[src/rtl/interrupt_dispatcher_pkg.sv]
// Shared definitions for the interrupt dispatcher: cause codes written to r_k,
// scheduler configuration opcodes, and the dispatcher state encoding.
package interrupt_dispatcher_pkg;

  // Cause codes, written to r_k on kernel entry (0 means user mode)
  localparam logic [1:0] CAUSE_NONE  = 2'd0;
  localparam logic [1:0] CAUSE_SYS   = 2'd1;
  localparam logic [1:0] CAUSE_TIMER = 2'd2;
  localparam logic [1:0] CAUSE_DMA   = 2'd3;

  // Scheduler SCHED_OP configuration opcodes
  localparam logic [3:0] SCHED_SET_SYS     = 4'b0001;
  localparam logic [3:0] SCHED_SET_TIMER   = 4'b0010;
  localparam logic [3:0] SCHED_SET_OP      = 4'b0011;
  localparam logic [3:0] SCHED_INIT        = 4'b0100;
  localparam logic [3:0] SCHED_RESET_TIMER = 4'b0101;

  typedef enum logic [2:0] {
    ST_IDLE   = 3'd0,
    ST_SAVE   = 3'd1,
    ST_VECTOR = 3'd2,
    ST_ACK    = 3'd3,
    ST_RETURN = 3'd4
  } state_e;

endpackage

[src/rtl/interrupt_dispatcher_priority_sel.sv]
// int_priority_sel: combinational pick of the highest-priority pending source.
// Ports:
//   sys_req/timer_int/op_int  raw requests
//   mask_zero                 timer mask window has expired
//   rk_zero                   core is in user mode (no nesting otherwise)
//   int_pos/sys_int_pos/op_int_pos  vectors per source
//   pending/cause/vector      selected source
module int_priority_sel
  import interrupt_dispatcher_pkg::*;
#(
  parameter int DATA_W = 16
) (
  input  logic              sys_req,
  input  logic              timer_int,
  input  logic              op_int,
  input  logic              mask_zero,
  input  logic              rk_zero,
  input  logic [DATA_W-1:0] int_pos,
  input  logic [DATA_W-1:0] sys_int_pos,
  input  logic [DATA_W-1:0] op_int_pos,
  output logic              pending,
  output logic [1:0]        cause,
  output logic [DATA_W-1:0] vector
);

  always_comb begin
    pending = 1'b0;
    cause   = CAUSE_NONE;
    vector  = '0;
    if (rk_zero) begin
      if (sys_req) begin
        pending = 1'b1;
        cause   = CAUSE_SYS;
        vector  = sys_int_pos;
      end else if (timer_int && mask_zero) begin
        pending = 1'b1;
        cause   = CAUSE_TIMER;
        vector  = int_pos;
      end else if (op_int) begin
        pending = 1'b1;
        cause   = CAUSE_DMA;
        vector  = op_int_pos;
      end
    end
  end

endmodule

[src/rtl/interrupt_dispatcher.sv]
// interrupt_dispatcher: core-side responder for scheduler interrupts.
// Samples syscall/timer/DMA requests at instruction boundaries, saves the
// return PC, writes the cause to r_k, vectors the PC and handshakes back to
// the scheduler; also services return-from-interrupt.
// Ports:
//   clock, init_flag (async active-low reset)
//   inst_boundary, pc_next, sys_req, iret_req     from the pipeline
//   timer_int, op_int                             scheduler level flags
//   int_pos, sys_int_pos, op_int_pos, r_k         vectors and kernel reg
//   stall, pc_load, pc_value, rk_we, rk_wdata, epc   to the pipeline
//   sched_enb, sched_conf, sched_op, sched_value, dma_ack   to the scheduler
//   sys_fault                                     syscall-in-kernel pulse
module interrupt_dispatcher
  import interrupt_dispatcher_pkg::*;
#(
  parameter int DATA_W            = 16,
  parameter int TIMER_MASK_CYCLES = 4
) (
  input  logic              clock,
  input  logic              init_flag,
  input  logic              inst_boundary,
  input  logic [DATA_W-1:0] pc_next,
  input  logic              sys_req,
  input  logic              iret_req,
  input  logic              timer_int,
  input  logic              op_int,
  input  logic [DATA_W-1:0] int_pos,
  input  logic [DATA_W-1:0] sys_int_pos,
  input  logic [DATA_W-1:0] op_int_pos,
  input  logic [DATA_W-1:0] r_k,
  output logic              stall,
  output logic              pc_load,
  output logic [DATA_W-1:0] pc_value,
  output logic              rk_we,
  output logic [DATA_W-1:0] rk_wdata,
  output logic [DATA_W-1:0] epc,
  output logic              sched_enb,
  output logic              sched_conf,
  output logic [3:0]        sched_op,
  output logic [DATA_W-1:0] sched_value,
  output logic              dma_ack,
  output logic              sys_fault
);

  localparam int MASK_W = (TIMER_MASK_CYCLES < 2) ? 1 : $clog2(TIMER_MASK_CYCLES + 1);

  state_e              state, state_d;
  logic [1:0]          cause_q, cause_d;
  logic [DATA_W-1:0]   vec_q, vec_d, epc_d;
  logic [MASK_W-1:0]   mask_cnt;
  logic                mask_load;

  logic                stall_d, pc_load_d, rk_we_d, sched_en_d, dma_ack_d, sys_fault_d;
  logic [DATA_W-1:0]   pc_value_d, rk_wdata_d;

  logic                sel_pending;
  logic [1:0]          sel_cause;
  logic [DATA_W-1:0]   sel_vec;
  logic                rk_zero;

  assign rk_zero     = (r_k == '0);
  assign sched_value = '0;

  int_priority_sel #(.DATA_W(DATA_W)) u_sel (
    .sys_req     (sys_req),
    .timer_int   (timer_int),
    .op_int      (op_int),
    .mask_zero   (mask_cnt == '0),
    .rk_zero     (rk_zero),
    .int_pos     (int_pos),
    .sys_int_pos (sys_int_pos),
    .op_int_pos  (op_int_pos),
    .pending     (sel_pending),
    .cause       (sel_cause),
    .vector      (sel_vec)
  );

  // Outputs are registered on the edge that enters a state, so each state's
  // strobes are visible for exactly the cycle the FSM spends in that state.
  always_comb begin
    state_d     = state;
    cause_d     = cause_q;
    vec_d       = vec_q;
    epc_d       = epc;
    mask_load   = 1'b0;
    stall_d     = 1'b0;
    pc_load_d   = 1'b0;
    pc_value_d  = '0;
    rk_we_d     = 1'b0;
    rk_wdata_d  = '0;
    sched_en_d  = 1'b0;
    dma_ack_d   = 1'b0;
    sys_fault_d = 1'b0;
    unique case (state)
      ST_IDLE: begin
        if (inst_boundary) begin
          if (sel_pending) begin
            // entering SAVE: capture return PC, cause and vector once
            state_d = ST_SAVE;
            cause_d = sel_cause;
            vec_d   = sel_vec;
            epc_d   = pc_next;
            stall_d = 1'b1;
          end else if (!rk_zero && sys_req) begin
            sys_fault_d = 1'b1;
          end else if (!rk_zero && iret_req) begin
            state_d    = ST_RETURN;
            pc_load_d  = 1'b1;
            pc_value_d = epc;
            rk_we_d    = 1'b1;
            stall_d    = 1'b1;
          end
        end
      end
      ST_SAVE: begin
        state_d    = ST_VECTOR;
        pc_load_d  = 1'b1;
        pc_value_d = vec_q;
        rk_we_d    = 1'b1;
        rk_wdata_d = DATA_W'(cause_q);
        stall_d    = 1'b1;
      end
      ST_VECTOR: begin
        state_d = ST_ACK;
        stall_d = 1'b1;
        if (cause_q == CAUSE_TIMER) begin
          sched_en_d = 1'b1;
          mask_load  = 1'b1;
        end
        if (cause_q == CAUSE_DMA) dma_ack_d = 1'b1;
      end
      ST_ACK:    state_d = ST_IDLE;
      ST_RETURN: state_d = ST_IDLE;
      default:   state_d = ST_IDLE;
    endcase
  end

  always_ff @(posedge clock or negedge init_flag) begin
    if (!init_flag) begin
      state      <= ST_IDLE;
      cause_q    <= CAUSE_NONE;
      vec_q      <= '0;
      epc        <= '0;
      mask_cnt   <= '0;
      stall      <= 1'b0;
      pc_load    <= 1'b0;
      pc_value   <= '0;
      rk_we      <= 1'b0;
      rk_wdata   <= '0;
      sched_enb  <= 1'b0;
      sched_conf <= 1'b0;
      sched_op   <= '0;
      dma_ack    <= 1'b0;
      sys_fault  <= 1'b0;
    end else begin
      state      <= state_d;
      cause_q    <= cause_d;
      vec_q      <= vec_d;
      epc        <= epc_d;
      // mask window hides the still-high timer flag while the scheduler clears it
      if (mask_load)            mask_cnt <= MASK_W'(TIMER_MASK_CYCLES);
      else if (mask_cnt != '0)  mask_cnt <= mask_cnt - 1'b1;
      stall      <= stall_d;
      pc_load    <= pc_load_d;
      pc_value   <= pc_value_d;
      rk_we      <= rk_we_d;
      rk_wdata   <= rk_wdata_d;
      sched_enb  <= sched_en_d;
      sched_conf <= sched_en_d;
      sched_op   <= sched_en_d ? SCHED_RESET_TIMER : 4'b0000;
      dma_ack    <= dma_ack_d;
      sys_fault  <= sys_fault_d;
    end
  end

endmodule

[config.mk]
export PLATFORM = sky130hd
export DESIGN_NAME = interrupt_dispatcher
export DESIGN_NICKNAME = d
export VERILOG_FILES = /design/src/rtl/interrupt_dispatcher_pkg.sv /design/src/rtl/interrupt_dispatcher_priority_sel.sv /design/src/rtl/interrupt_dispatcher.sv
export SDC_FILE = /design/constraint.sdc
export NUM_CORES = 1
export LEC_CHECK = 0
export BUFFER_PORTS_ARGS = -buffer_cell sky130_fd_sc_hd__buf_2
export CAP_MARGIN = 20
export CORE_MARGIN = 3
export CORE_UTILIZATION = 45
export CTS_BUF_LIST = sky130_fd_sc_hd__clkbuf_16
export CTS_CLUSTER_SIZE = 25
export DETAILED_ROUTE_END_ITERATION = 10
export GPL_ROUTABILITY_DRIVEN = 0
export HOLD_SLACK_MARGIN = 0.05
export PLACE_DENSITY_LB_ADDON = 0.05
export SETUP_SLACK_MARGIN = 0.02
export SYNTH_ARGS = -nofsm -noshare
export SYNTH_HDL_FRONTEND = slang
export SYNTH_SLANG_ARGS = --single-unit
[constraint.sdc]
create_clock -name clock -period 6 [get_ports clock]
set_clock_uncertainty 0.2 [all_clocks]
set_input_delay 0.6 -clock clock [delete_from_list [all_inputs] [get_ports clock]]
set_output_delay 0.6 -clock clock [all_outputs]
set_load 0.005 [all_outputs]
# Word-level counts from Yosys, hierarchy flattened
# Index checks and enable logic that the tools add are counted.
# totals
regBits,80
inputBits,87
output_inout_bits,75
elab_cells,75
# classes
addsub,1
eq_ne,7
mux,42
reduce_logical,12
# op_table
operator,n
$mux W16,8
$pmux W16 S2,1
$mux W3,7
$mux W1,18
$logic_not A16 Y1,1
$mux W2,5
$pmux W3 S3,1
$logic_not A3 Y1,2
$ne A3 B3 Y1 const B,2
$reduce_and A3 Y1,2
$eq A2 B2 Y1 const B,2
$pmux W1 S2,2
$eq A3 B1 Y1 const B,1
$eq A3 B2 Y1 const B,1
$logic_and A1 B1 Y1,3
$reduce_bool A3 Y1,1
$sub A3 B1 Y3 const B,1
$ne A2 B2 Y1 const B,1
$reduce_bool A2 Y1,1
$reduce_or A2 Y1,1
$logic_not A1 Y1,1

# Logic depth before layout (Yosys ltp)
# Gate-level depths: netlist of the first run.
# depth
depth_word,8
ltp_mapped,8
ltp_nobuf,6

# Hierarchy
# Synthesis of the first run repeated with hierarchy kept, for this count alone.
# unflattened
hier_cells,319
area_unflattened_um2,3325.7
# modules_own_cells
mod,instances,cells_each,area_each_um2,seq_area_each_um2
interrupt_dispatcher,1,238,2871.5,1576.5
int_priority_sel,1,81,454.2,0.0

# Least setup slack after synthesis of the first run
# Ideal clock, no wire load.
# synth_path
path_kind,reg2reg
startpoint,register mask_cnt[0]
endpoint,register epc[0]
setup_ns,0.125
arrival_time_ns,1.876
t_required_ns,5.675
path_slack_ns,3.799
path_stages_with_launch,9
path_buffers,2
synth_period_minus_slack_ns,2.201
path_cell_list,dfrtp_1 > inv_1 > ha_1 > and3b_1 > buf_6 > or3_4 > nand3_4 > buf_12 > mux2_4
# synth_between
elab_chain_len,6
# synth_lines
element,line,source
from (decl),interrupt_dispatcher.sv:50,logic [MASK_W-1:0] mask_cnt;
from (signal assigned),interrupt_dispatcher.sv:161,if (mask_load) mask_cnt <= MASK_W'(TIMER_MASK_CYCLES);
from (signal assigned),interrupt_dispatcher.sv:162,else if (mask_cnt != '0) mask_cnt <= mask_cnt - 1'b1;
$logic_not A3 Y1,interrupt_dispatcher.sv:68,".mask_zero (mask_cnt == '0),"
$logic_and A1 B1 Y1,interrupt_dispatcher_priority_sel.sv:35,end else if (timer_int && mask_zero) begin
$mux W1,interrupt_dispatcher_priority_sel.sv:35,
$mux W1,interrupt_dispatcher_priority_sel.sv:31,if (sys_req) begin
$mux W1,interrupt_dispatcher_priority_sel.sv:30,if (rk_zero) begin
$reduce_and A3 Y1 (no source line),--,
to (signal assigned),interrupt_dispatcher.sv:159,epc <= epc_d;
to (decl),interrupt_dispatcher.sv:36,"output logic [DATA_W-1:0] epc,"
# No other way between the ends.
# A chain may end at the register's enable or synchronous reset.

# Worst setup path in the final report of the first run
# layout_path
startpoint,register mask_cnt[0]
endpoint,register epc[6]
# Same word-level chain as after synthesis.

==> results of run 1 <==
-- final cells by class --
class	instances	share of cell area, %
flip-flops and latches	63	39.1
multi-input cells	186	34.5
repair buffers	130	16.2
clock buffers	9	5.58
well taps	96	2.98
clock inverters	7	1.40
inverters	3	0.279
-- state kept, by name, indices dropped and copies added, names as in the netlist --
signal	cells
epc	16
pc_value	16
vec_q	16
mask_cnt	3
state	3
cause_q	2
rk_wdata	2
dma_ack	1
rk_we	1
sched_op	1
stall	1
sys_fault	1
-- power by group --
group / switching (W) / leakage (nW) / internal [W]
Sequential: 0.0000333 / 0.868 / 0.000443
Combinational: 0.0000871 / 1.26 / 0.0000583
Clock: 0.000171 / 0.149 / 0.000314
Total: 0.000292 / 2.28 / 0.000815
-- worst register-to-register path, cell delays in order (launching register included) --
cell and delay, ns:
dfrtp_1 0.38, inv_1 0.09, ha_1 0.20, and3b_1 0.65, or3_4 0.27, nand3_4 0.51
mux2_4 0.54
-- final timing paths --
path | startpoint | cells past startpoint | slack [ns] | to
worst max-delay path | mask_cnt[0]$_DFFE_PN0P_ | 6 | 3.03 | epc[6]$_DFFE_PN0P_
worst min-delay path | init_flag | 2 | 0.24 | rk_we$_DFF_PN0_
worst max register to register | mask_cnt[0]$_DFFE_PN0P_ | 6 | 3.03 | epc[6]$_DFFE_PN0P_
worst min register to register | vec_q[4]$_DFFE_PN0P_ | 1 | 0.31 | vec_q[4]$_DFFE_PN0P_
max in group asynchronous | init_flag | 2 | 4.81 | epc[2]$_DFFE_PN0P_
min in group clock | vec_q[4]$_DFFE_PN0P_ | 1 | 0.31 | vec_q[4]$_DFFE_PN0P_
-- metrics by stage --
| step | util, % | setup WS, ns | instance area, um^2 |
|---|---|---|---|
| 2_1_floorplan | - | 3.80 | 3390 |
| 3_3_place_gp | 54.3 | 3.05 | 3750 |
| 3_5_place_dp | 54.3 | 3.00 | 3750 |
| 4_1_cts | 58.4 | 2.99 | 4040 |
| 5_1_grt | 58.4 | 2.80 | 4040 |
| 6_report | 58.4 | 3.03 | 4040 |
-- kinds of logic (layout without fill, tap and decap cells) --
group                      Yosys count  in the layout  synth area share, %
xor gates and xnor gates             2              2                0.536
DFF                                 63             63                 48.2
and+or+nand+nor                     62             62                 11.5
AOI/OAI and AO/OA                   53             53                 10.7
muxes                               35             35                 15.3
other                                1             32                0.115
buffers and inverters               57            149                 12.9
adders and majority gates            2              2                0.765
-- cell usage after synthesis, drive strengths merged (3+ instances only) --
cell type | count | area share (%)
buf | 43 | 11
dfrtp | 63 | 48
nor2b | 16 | 3.1
nand3 | 18 | 3.1
and3 | 3 | 0.57
nor4 | 4 | 0.76
a32o | 15 | 4.6
inv | 3 | 0.34
clkbuf | 11 | 1.3
mux2 | 33 | 15
a21oi | 33 | 5.0
nor2 | 11 | 1.3
-- layer usage --
metal  global-route usage [%]  up-vias  part of all wire (%)
met5                        0        -                     0
met4                     6.78        0                   1.4
met3                     3.89        8                   8.5
met2                     28.3      127                    48
met1                     23.9     1162                    42
li1                         -     1145                     -
==> flow_summary.toml, run 1 <==
[sta]
finalSetupViolations = 0
finalCriticalPeriod_ns = 2.97
post-route-period-util_pct = 49.4
hold_viol = 0
rsz0062_at_grt = "false"
maxSlewViolCount = 0
fin_tns_setup_ns = 0
clock.fmax_mhz = 337
relSlewSlack_pct = 38.0
worstMarginPinSlew_ns = 0.929
hold-worst-slack_ns = 0.243

[clock_network]
cts_buffer_depth = 2
cts_root_buffer = "clkbuf_16"
clkLatencyLatePin_ns = 0.31
tritoncts = "done"
cts.sinks = 63
cts_htree_levels = 3
cts.clk_slew.worst_paths_ns = 0.05
cts_buffers = 9
post_cts_resized = 0
cts_hold_buf = 0
cts_setup_buffers = 0

[detailed_routing]
drc_errors = 0
via_count = 2442
post_drt_wl_per_cell_um = 15.0
drt_iter0_markers = 70
drtAntennaViolNets = 0
drt-total-wl_mm = 7.40
detail_route.vias_per_cell = 4.94
dr.pass1.iters = 4

[critical_path]
crit_chain = "inv_1, ha_1, and3b_1, or3_4, nand3_4, mux2_4"
start_kind = "flop"
path_buf_inv = 1
cp.arrival_ns = 2.96
cp_top_family = "simple AND/OR/NAND/NOR gates"
critPathCaptureType = "flop"
worst_ep_required_time_ns = 6.00
crit_slowest_cell = "and3b_1"
crit_fanout = 35
path_class = "flop to flop"
slowest_delay_ns = 0.65

[floorplan]
core_um2 = 6910
die_x_um = 91.3
initial_utilization_pct = 47.4
row_count = 30
die_area_um2 = 8330
fp.dieH_um = 91.3
io_pins = 162

[synth]
async_flop_share_pct = 100
syn_avg_cell_area_um2 = 11.9
ys_seq_area_share_pct = 48.2
synth_edf_count = 0
syn_inst = 275
yosys_warnings = 0
yosys.cell_types.count = 36
synth_top_flop_cell = "dfrtp_1"
synth_seq_cells = 63
syn-cell-area_um2 = 3270

[hold_path]
hold_path.class = "primary input to async pin"

[outcome]
outcome = "finished clean"

[pwr]
ir_drop_mv = 0.165
p_per_area_nw_per_um2 = 274
leakage_nw = 2.28
power.total_w = 0.00111

[final_layout]
register_area_um2 = 1580
syn_to_final_growth_pct = 23.4
drive_gt1_share_pct = 45.7
layout.cells.most_common_list = "buf_2 (129), dfrtp_1 (63), a21oi_1 (33), conb_1 (32), mux2_4 (29)"
fin_cells = 494
diodes = 0
multi_input_area_um2 = 1390
nNetsFinal = 482
num-fill-cells = 619
layout_commonest_cell = "buf_2"

[global_route]
grt_max_degree = 64
grt_first_pass_wirelength_mm = 11.6
antenna_found_initial = 0
overflow = 0
grt_pass1_vias = 2300
grt_usage_pct = 17.8

[placed_design]
io_buffers = 129
hpwl_mm = 5.13
dp.cells = 478

[job]
cap_violations = 0
Note: power is estimated with default switching activity, not from simulation.
==> run 2: changes to the inputs <==
- clock period: 6 -> 2.9 ns (I/O delays scaled with it)
==> run 2 against run 1 <==
Against the previous run:
- cell count increased by 4.3%
- highest routed layer unchanged
- utilization increased by 3.0 points
- combinational power increased to 2.7 times the previous value
- worst setup slack got worse by 2.6 ns
- critical endpoint is now vec_q[1]$_DFFE_PN0P_
- register-to-register slack got worse by 2.6 ns
==> flow_summary.toml, run 2 (synthesis results as in run 1) <==
[global_route]
grt_first_pass_wirelength_mm = 12.6
grt_pass1_vias = 2528
grt_usage_pct = 19.4
overflow = 0
antenna_found_initial = 0
grt_max_degree = 36

[hold_path]
min-delay-start = "inst_boundary"
hold_path.class = "primary input to flop"

[sta]
worstMarginPinSlew_ns = 0.814
relSlewSlack_pct = 45.8
hold_viol = 0
clock.fmax_mhz = 410
fin_tns_setup_ns = 0
timing.final.ws_setup_ns = 0.461
finalSetupViolations = 0
rsz0062_at_grt = "false"
post-route-period-util_pct = 84.1
finalCriticalPeriod_ns = 2.44
maxSlewViolCount = 0

[critical_path]
setup.worst_path.start = "mask_cnt[0]$_DFFE_PN0P_"
crit_fanout = 21
path_class = "flop to flop"
worst_ep_required_time_ns = 2.90
cp.arrival_ns = 2.44
reg2reg_from = "mask_cnt[0]$_DFFE_PN0P_"
critPathCaptureType = "flop"
start_kind = "flop"

[clock_network]
cts_buffers = 9
cts.clk_slew.worst_paths_ns = 0.05
clkLatencyLatePin_ns = 0.32
cts.sinks = 63
cts_setup_buffers = 0
post_cts_resized = 0
cts_htree_levels = 3
tritoncts = "done"
cts_root_buffer = "clkbuf_16"
cts_hold_buf = 17
cts_buffer_depth = 2

[final_layout]
register_area_um2 = 1580
drive_gt1_share_pct = 44.4
multi_input_area_um2 = 1390
nNetsFinal = 506
post-route-util_pct = 61.4
diodes = 0
layout_commonest_cell = "buf_2"
num-fill-cells = 614
syn_to_final_growth_pct = 29.7
top_regs = "epc: 16 flops, pc_value: 16 flops, vec_q: 16 flops"
layout.cells.most_common_list = "buf_2 (129), dfrtp_1 (63), a21oi_1 (33), conb_1 (32), mux2_4 (29)"

[placed_design]
io_buffers = 129
hpwl_mm = 5.57
preCtsSetupSlack_ns = 0.441

[detailed_routing]
drc_errors = 0
via_count = 2568
drt-total-wl_mm = 7.92
dr.pass1.iters = 5
drtAntennaViolNets = 0
drt_iter0_markers = 120
post_drt_wl_per_cell_um = 15.4
detail_route.vias_per_cell = 4.99

[floorplan]
fp.dieH_um = 91.3
row_count = 30
die_area_um2 = 8330
io_pins = 162
initial_utilization_pct = 47.4
die_x_um = 91.3
core_um2 = 6910

[pwr]
ir_drop_mv = 0.290
leakage_nw = 2.36
p_per_area_nw_per_um2 = 521

[job]
cap_violations = 0

[outcome]
outcome = "finished clean"
-- run 2: area by class of cell --
type                            instances  area share (%)
Clock buffer                            9            5.31
Sequential cell                        63            37.2
Inverter                                3           0.265
Clock inverter                          4           0.383
Multi-Input combinational cell        186            32.8
Tap cell                               96            2.83
Timing Repair Buffer                  154            21.2
-- run 2: worst max-delay path: stages (launching register included) --
cell,delay [ns]
dfrtp_1,0.35
inv_1,0.07
ha_1,0.23
and3b_1,0.20
or3_4,0.35
nand3_4,0.35
buf_4,0.26
mux2_4,0.31
-- run 2: where the power goes --
group | internal [W] | leakage [nW] | total [W] | switching, W
Combinational | 0.000156 | 1.37 | 0.000390 | 0.000234
Clock | 0.000550 | 0.120 | 0.000876 | 0.000326
Sequential | 0.000918 | 0.868 | 0.000943 | 0.0000253
Total | 0.00162 | 2.36 | 0.00221 | 0.000586
-- run 2: final timing paths --
kind                                     endpoint  slack, ns  cells after the start
max in group asynchronous  pc_value[11]$_DFF_PN0_       1.55                      3
max                          vec_q[1]$_DFFE_PN0P_       0.46                      7
max reg2reg                  vec_q[1]$_DFFE_PN0P_       0.46                      7
min reg2reg                  vec_q[6]$_DFFE_PN0P_       0.31                      1
min in group asynchronous         rk_we$_DFF_PN0_       0.33                      2
min                          state[0]$_DFFE_PN0P_       0.10                      3
-- run 2: per-layer routing --
| layer | vias up | part of all wire, % | global-route usage, % |
|---|---|---|---|
| li1 | 1196 | - | - |
| met1 | 1241 | 43 | 25.1 |
| met2 | 118 | 49 | 31.2 |
| met3 | 13 | 6.1 | 3.89 |
| met4 | 0 | 1.9 | 8.79 |
| met5 | - | 0 | 0 |
-- run 2: per-stage QoR --
step,hold slack (ns),area [um^2],instances,total power [W]
after global routing,0.106,4240,515,0.00233
final,0.103,4240,515,0.00221
after floorplan,-0.206,3390,306,0.00119
after detailed placement,0.157,3830,485,0.00133
after global placement,0.160,3830,485,0.00133
after CTS,0.0896,4240,515,0.00224
